===== src/rtl/if_stage.sv =====
// Instruction-fetch stage: PC register, next-PC select and IF/ID register.
// Instruction memory is combinational; fetched word is registered for decode.
module if_stage #(
  parameter logic [31:0] RESET_PC  = 32'h0000_0000,
  parameter logic [31:0] NOP_INSTR = 32'h0000_0013
) (
  input  logic        clk,
  input  logic        rst,
  input  logic        StallF,
  input  logic        StallD,
  input  logic        FlushD,
  input  logic        PCSrcE,
  input  logic [31:0] PCTargetE,
  input  logic [31:0] InstrF,
  output logic [31:0] PCF,
  output logic [31:0] PCPlus4F,
  output logic [31:0] InstrD,
  output logic [31:0] PCD,
  output logic [31:0] PCPlus4D,
  output logic        ValidD
);

  typedef enum logic {
    S_RESET,
    S_RUN
  } state_t;

  state_t state;
  state_t state_next;

  logic [31:0] pc_next;
  logic [31:0] instr_next;
  logic [31:0] pcd_next;
  logic [31:0] pcp4d_next;
  logic        valid_next;

  // Target low bits are dropped; PC stays word aligned.
  logic unused_target_lsb;
  assign unused_target_lsb = ^PCTargetE[1:0];

  assign PCPlus4F = PCF + 32'd4;

  always_comb begin
    state_next = state;
    unique case (state)
      S_RESET: state_next = rst ? S_RESET : S_RUN;
      S_RUN:   state_next = rst ? S_RESET : S_RUN;
      default: state_next = S_RESET;
    endcase
  end

  always_comb begin
    pc_next = PCF;
    if (rst)
      pc_next = RESET_PC;
    else if (PCSrcE)
      pc_next = {PCTargetE[31:2], 2'b00};
    else if (StallF)
      pc_next = PCF;
    else
      pc_next = PCPlus4F;
  end

  always_comb begin
    instr_next = InstrD;
    pcd_next   = PCD;
    pcp4d_next = PCPlus4D;
    valid_next = ValidD;
    if (rst || FlushD) begin
      instr_next = NOP_INSTR;
      pcd_next   = 32'd0;
      pcp4d_next = 32'd0;
      valid_next = 1'b0;
    end else if (!StallD) begin
      instr_next = InstrF;
      pcd_next   = PCF;
      pcp4d_next = PCPlus4F;
      valid_next = (state_next == S_RUN);
    end
  end

  always_ff @(posedge clk) begin
    state    <= state_next;
    PCF      <= pc_next;
    InstrD   <= instr_next;
    PCD      <= pcd_next;
    PCPlus4D <= pcp4d_next;
    ValidD   <= valid_next;
  end

endmodule


===== config.mk =====
export PLATFORM = sky130hd
export DESIGN_NAME = if_stage
export DESIGN_NICKNAME = d
export VERILOG_FILES = /design/src/rtl/if_stage.sv
export SDC_FILE = /design/constraint.sdc
export NUM_CORES = 1
export LEC_CHECK = 0
export CAP_MARGIN = 20
export CORE_UTILIZATION = 45
export DETAILED_ROUTE_END_ITERATION = 6
export GPL_ROUTABILITY_DRIVEN = 1
export PLACE_DENSITY = 0.94
export SKIP_CTS_REPAIR_TIMING = 1
export SKIP_LAST_GASP = 1
export SLEW_MARGIN = 10
export SYNTH_ARGS = -nofsm -noshare
export SYNTH_HDL_FRONTEND = slang
export SYNTH_SLANG_ARGS = --single-unit

===== constraint.sdc =====
create_clock -name clk -period 8.3 [get_ports clk]
set_clock_uncertainty 0.2 [all_clocks]
set_input_delay 2.49 -clock clk [delete_from_list [all_inputs] [get_ports clk]]
set_output_delay 2.49 -clock clk [all_outputs]
set_load 0.03 [all_outputs]

==> impl_results.md <==
* Cell Rows at 41
* Sequential Power Share at 39.4%
* Maximum clock insertion buffer count at 2
* Net Sw Frac at 28.62%
* Setup crit start kind: register
* Routed Antenna Nets at 0
* Worst-path clk slew at 60 ps
* Final period utilization at 75.33%
* Setup TNS at 0 ps
* Family with the most delay on the worst path: simple AND/OR/NAND/NOR gates
* CP Data Required Time at 5610 ps
* Placed insts at 987
* Routed wire length at 17,770 microns
* Ranking of synthesized cells by area: dfxtp_1 (42%), mux2i_1 (10%), nor2_1 (6.4%)
* Clk_lat worst skew at 420 ps
* Int Pwr at 1175 uW
* Core Region at 0.01262 sq mm
* Async SR Flop Fraction at 0%
* Via count at 5,569
* Status: completed
* Post-layout min period at 6252 ps
* Worst Setup Path Type: reg2out
* Vias per cell at 5.465
* Final Hold Fails at 0
* Clock network fraction of design power at 43.8%
* Die Y at 115.6 microns
* Relative slew slack at 32.32%
* FMAX at 0.1599 GHz
* Ant. Diodes at 0
* Area leader, netlist: dfxtp_1
* Gr usage total at 26.76%
* CTS Root Cell: clkbuf_16
* Cell count after synthesis at 650
* First-pass GRT wire length at 27,170 microns
* Commonest non-fill, non-tap cell in the layout: clkdlybuf4s50_1
* Fin nets at 905
* Max FO, Critical Path at 12
* Final setup viols at 0
* Crit path to: PCPlus4F[19]
* DR pass1 iterations at 5
* Cells along the critical path: nand4_1 > nor4_1 > nor3b_1 > or2_2 > clkdlybuf4s50_1
* CP Launch Point: PCF[5]
* Net Sw Power at 471.1 uW
* R2r startpoint: PCF[5]
* Area growth, synth to finish at 46.15%
* CP arrival at 3560 ps
* Final HPWL DP at 12,340 microns
* Initial drt markers at 283
* Core Util, Final at 67.29%
* Wirelength per Cell at 17.44 microns
* Slew Limit Fails at 0
* Flop and latch count out of synthesis at 123
* Remaining Overflow, GRT at 0
* Top-area cell type share of the netlist area at 42.38%
* CTS Buf Count at 17
* Die area at 0.01337 sq mm
* Max IR drop VDD at 0.1290 mV
* RR Endpoint: PCF[15]
* TritonCTS clock tree: built
* Crit end category: primary output
* Primary FF master, synth: dfxtp_1
* GPL Wtd Cong at 0.8240
* Initial antenna violation count at 0
* Clock sink total at 123
* FF-to-FF setup slack at 5330 ps
* Die width at 115.6 microns
* Distinct cells, synth at 54
* Actual slew at the worst max-slew pin at 1014 ps
* Largest net degree at the start of global routing at 52
* CTS H-tree lvls at 4
* Vias in the first global route at 5,191
* Crit. path cell count at 5
* Ys Warns at 0
* Finished Layout Cells at 1,019
* EDFF count, synth at 0
* IO buf count at 220
* Max Cap Violations at 0
* Mean post-synth cell area at 8.939 sq um
* Post-route DRC at 0
* # IOs at 231
* Hold slack at 267.8 ps
* Sequential area share after synthesis at 42.38%
* Share of cells above drive strength 1 at 7.674%
* Mapped cell area at 0.005811 sq mm
* Leak at 0.003230 uW
* Crit-path slowest cell: nor4_1
* Max incr delay on CP at 880 ps
* Leading cell types in the layout, fill and taps excluded: clkdlybuf4s50_1 (219), dfxtp_1 (123), nor2_1 (98)
* Cell Pwr Density at 193.8 mW/mm^2
* Unrepaired setup endpoints after global routing: no
* Worst R2R Path Depth at 4
* Combinational power share at 16.7%
* Starting Density at 46.04%
* Crit path buf inv count at 1
* Worst hold path class: reg2reg
## state kept, by name, indices dropped and copies added (netlist names)
name / flops
InstrD: 32
PCPlus4D: 30
ValidD: 1
PCF: 30
PCD: 30
## power by group through the flow
stage | registers (uW) | logic [uW] | clock network [uW]
finish | 649 | 275 | 721
floorplan | 690 | 131 | 0
global route | 653 | 292 | 754
CTS | 648 | 276 | 728
global placement | 659 | 271 | 0
detailed placement | 660 | 274 | 0
## logic make-up (layout without fill, tap and decap cells)
group / after synthesis / in the layout / share of synthesized area [%]
AOI/OAI and AO/OA: 108 / 108 / 13.52
adders and majority gates: 1 / 1 / 0.2153
xor gates and xnor gates: 29 / 29 / 4.371
and+or+nand+nor: 243 / 243 / 20.99
buffers and inverters: 85 / 275 / 8.118
muxes: 60 / 60 / 10.34
other: 1 / 8 / 0.06454
DFF: 123 / 123 / 42.38
## cells in the mapped netlist (3+ instances only)
cell       count
and4_1         9
buf_1          8
nand4_1       12
buf_6          8
a31oi_1        6
nand3_1       10
clkbuf_1      32
nor2b_1        3
buf_4         14
nor4_1        14
and3_1         3
a211oi_1      16
a21oi_1       11
xor2_1        14
o21ai_0       25
o31ai_1        3
nand2b_1       8
clkbuf_8       3
a311oi_1      14
a2111oi_0      6
o211a_1        4
dfxtp_1      123
or4_1          7
o21a_1         3
or3_1          9
nor3_1        14
mux2i_1       60
xnor2_1       15
or2_2          7
inv_1         13
clkbuf_2       3
o21ba_2        8
nand2_1       35
nor2_1        99
o311a_1        4
## layout make-up
class / count / area (sq um)
multi-input cells: 449 / 2912
well taps: 172 / 215.2
clock inverters: 12 / 116.4
flip-flops and latches: 123 / 2462
inverters: 14 / 52.55
fillers: 994 / 4128
repair buffers: 229 / 2267
clock buffers: 20 / 466.7
## routing by layer
layer / vias to the layer above / track usage (%) / wire length [microns]
li1: 2670 / - / -
met1: 2605 / 31.36 / 7204
met2: 260 / 44.27 / 8512
met3: 34 / 8.787 / 1650
met4: 0 / 12.74 / 404
met5: - / 0 / 0
## tightest hold or removal path: stages, from the launching register on
cell and delay (ps):
dfxtp_1 300, nand2_1 60, a21oi_1 50
## metrics by stage
stage / power [uW] / instance area [sq um] / setup slack (ps)
after floorplan: 821.3 / 5837 / 3132
after global placement: 929.9 / 7909 / 2587
after global routing: 1699 / 8492 / 1805
after detailed placement: 934.8 / 7909 / 2529
after CTS: 1652 / 8492 / 2061
final: 1646 / 8492 / 2048
## worst min-delay path by stage
stage                startpoint          end  cells after the start  slack (ps)
floorplan           PCPlus4D[4]  PCPlus4D[4]                      2         390
global placement         ValidD       ValidD                      1         250
detailed placement  PCPlus4D[4]  PCPlus4D[4]                      2         260
CTS                 PCPlus4D[4]  PCPlus4D[4]                      2         270
global route        PCPlus4D[4]  PCPlus4D[4]                      2         280
finish              PCPlus4D[4]  PCPlus4D[4]                      2         270
Note: power is estimated with default switching activity, not from simulation.
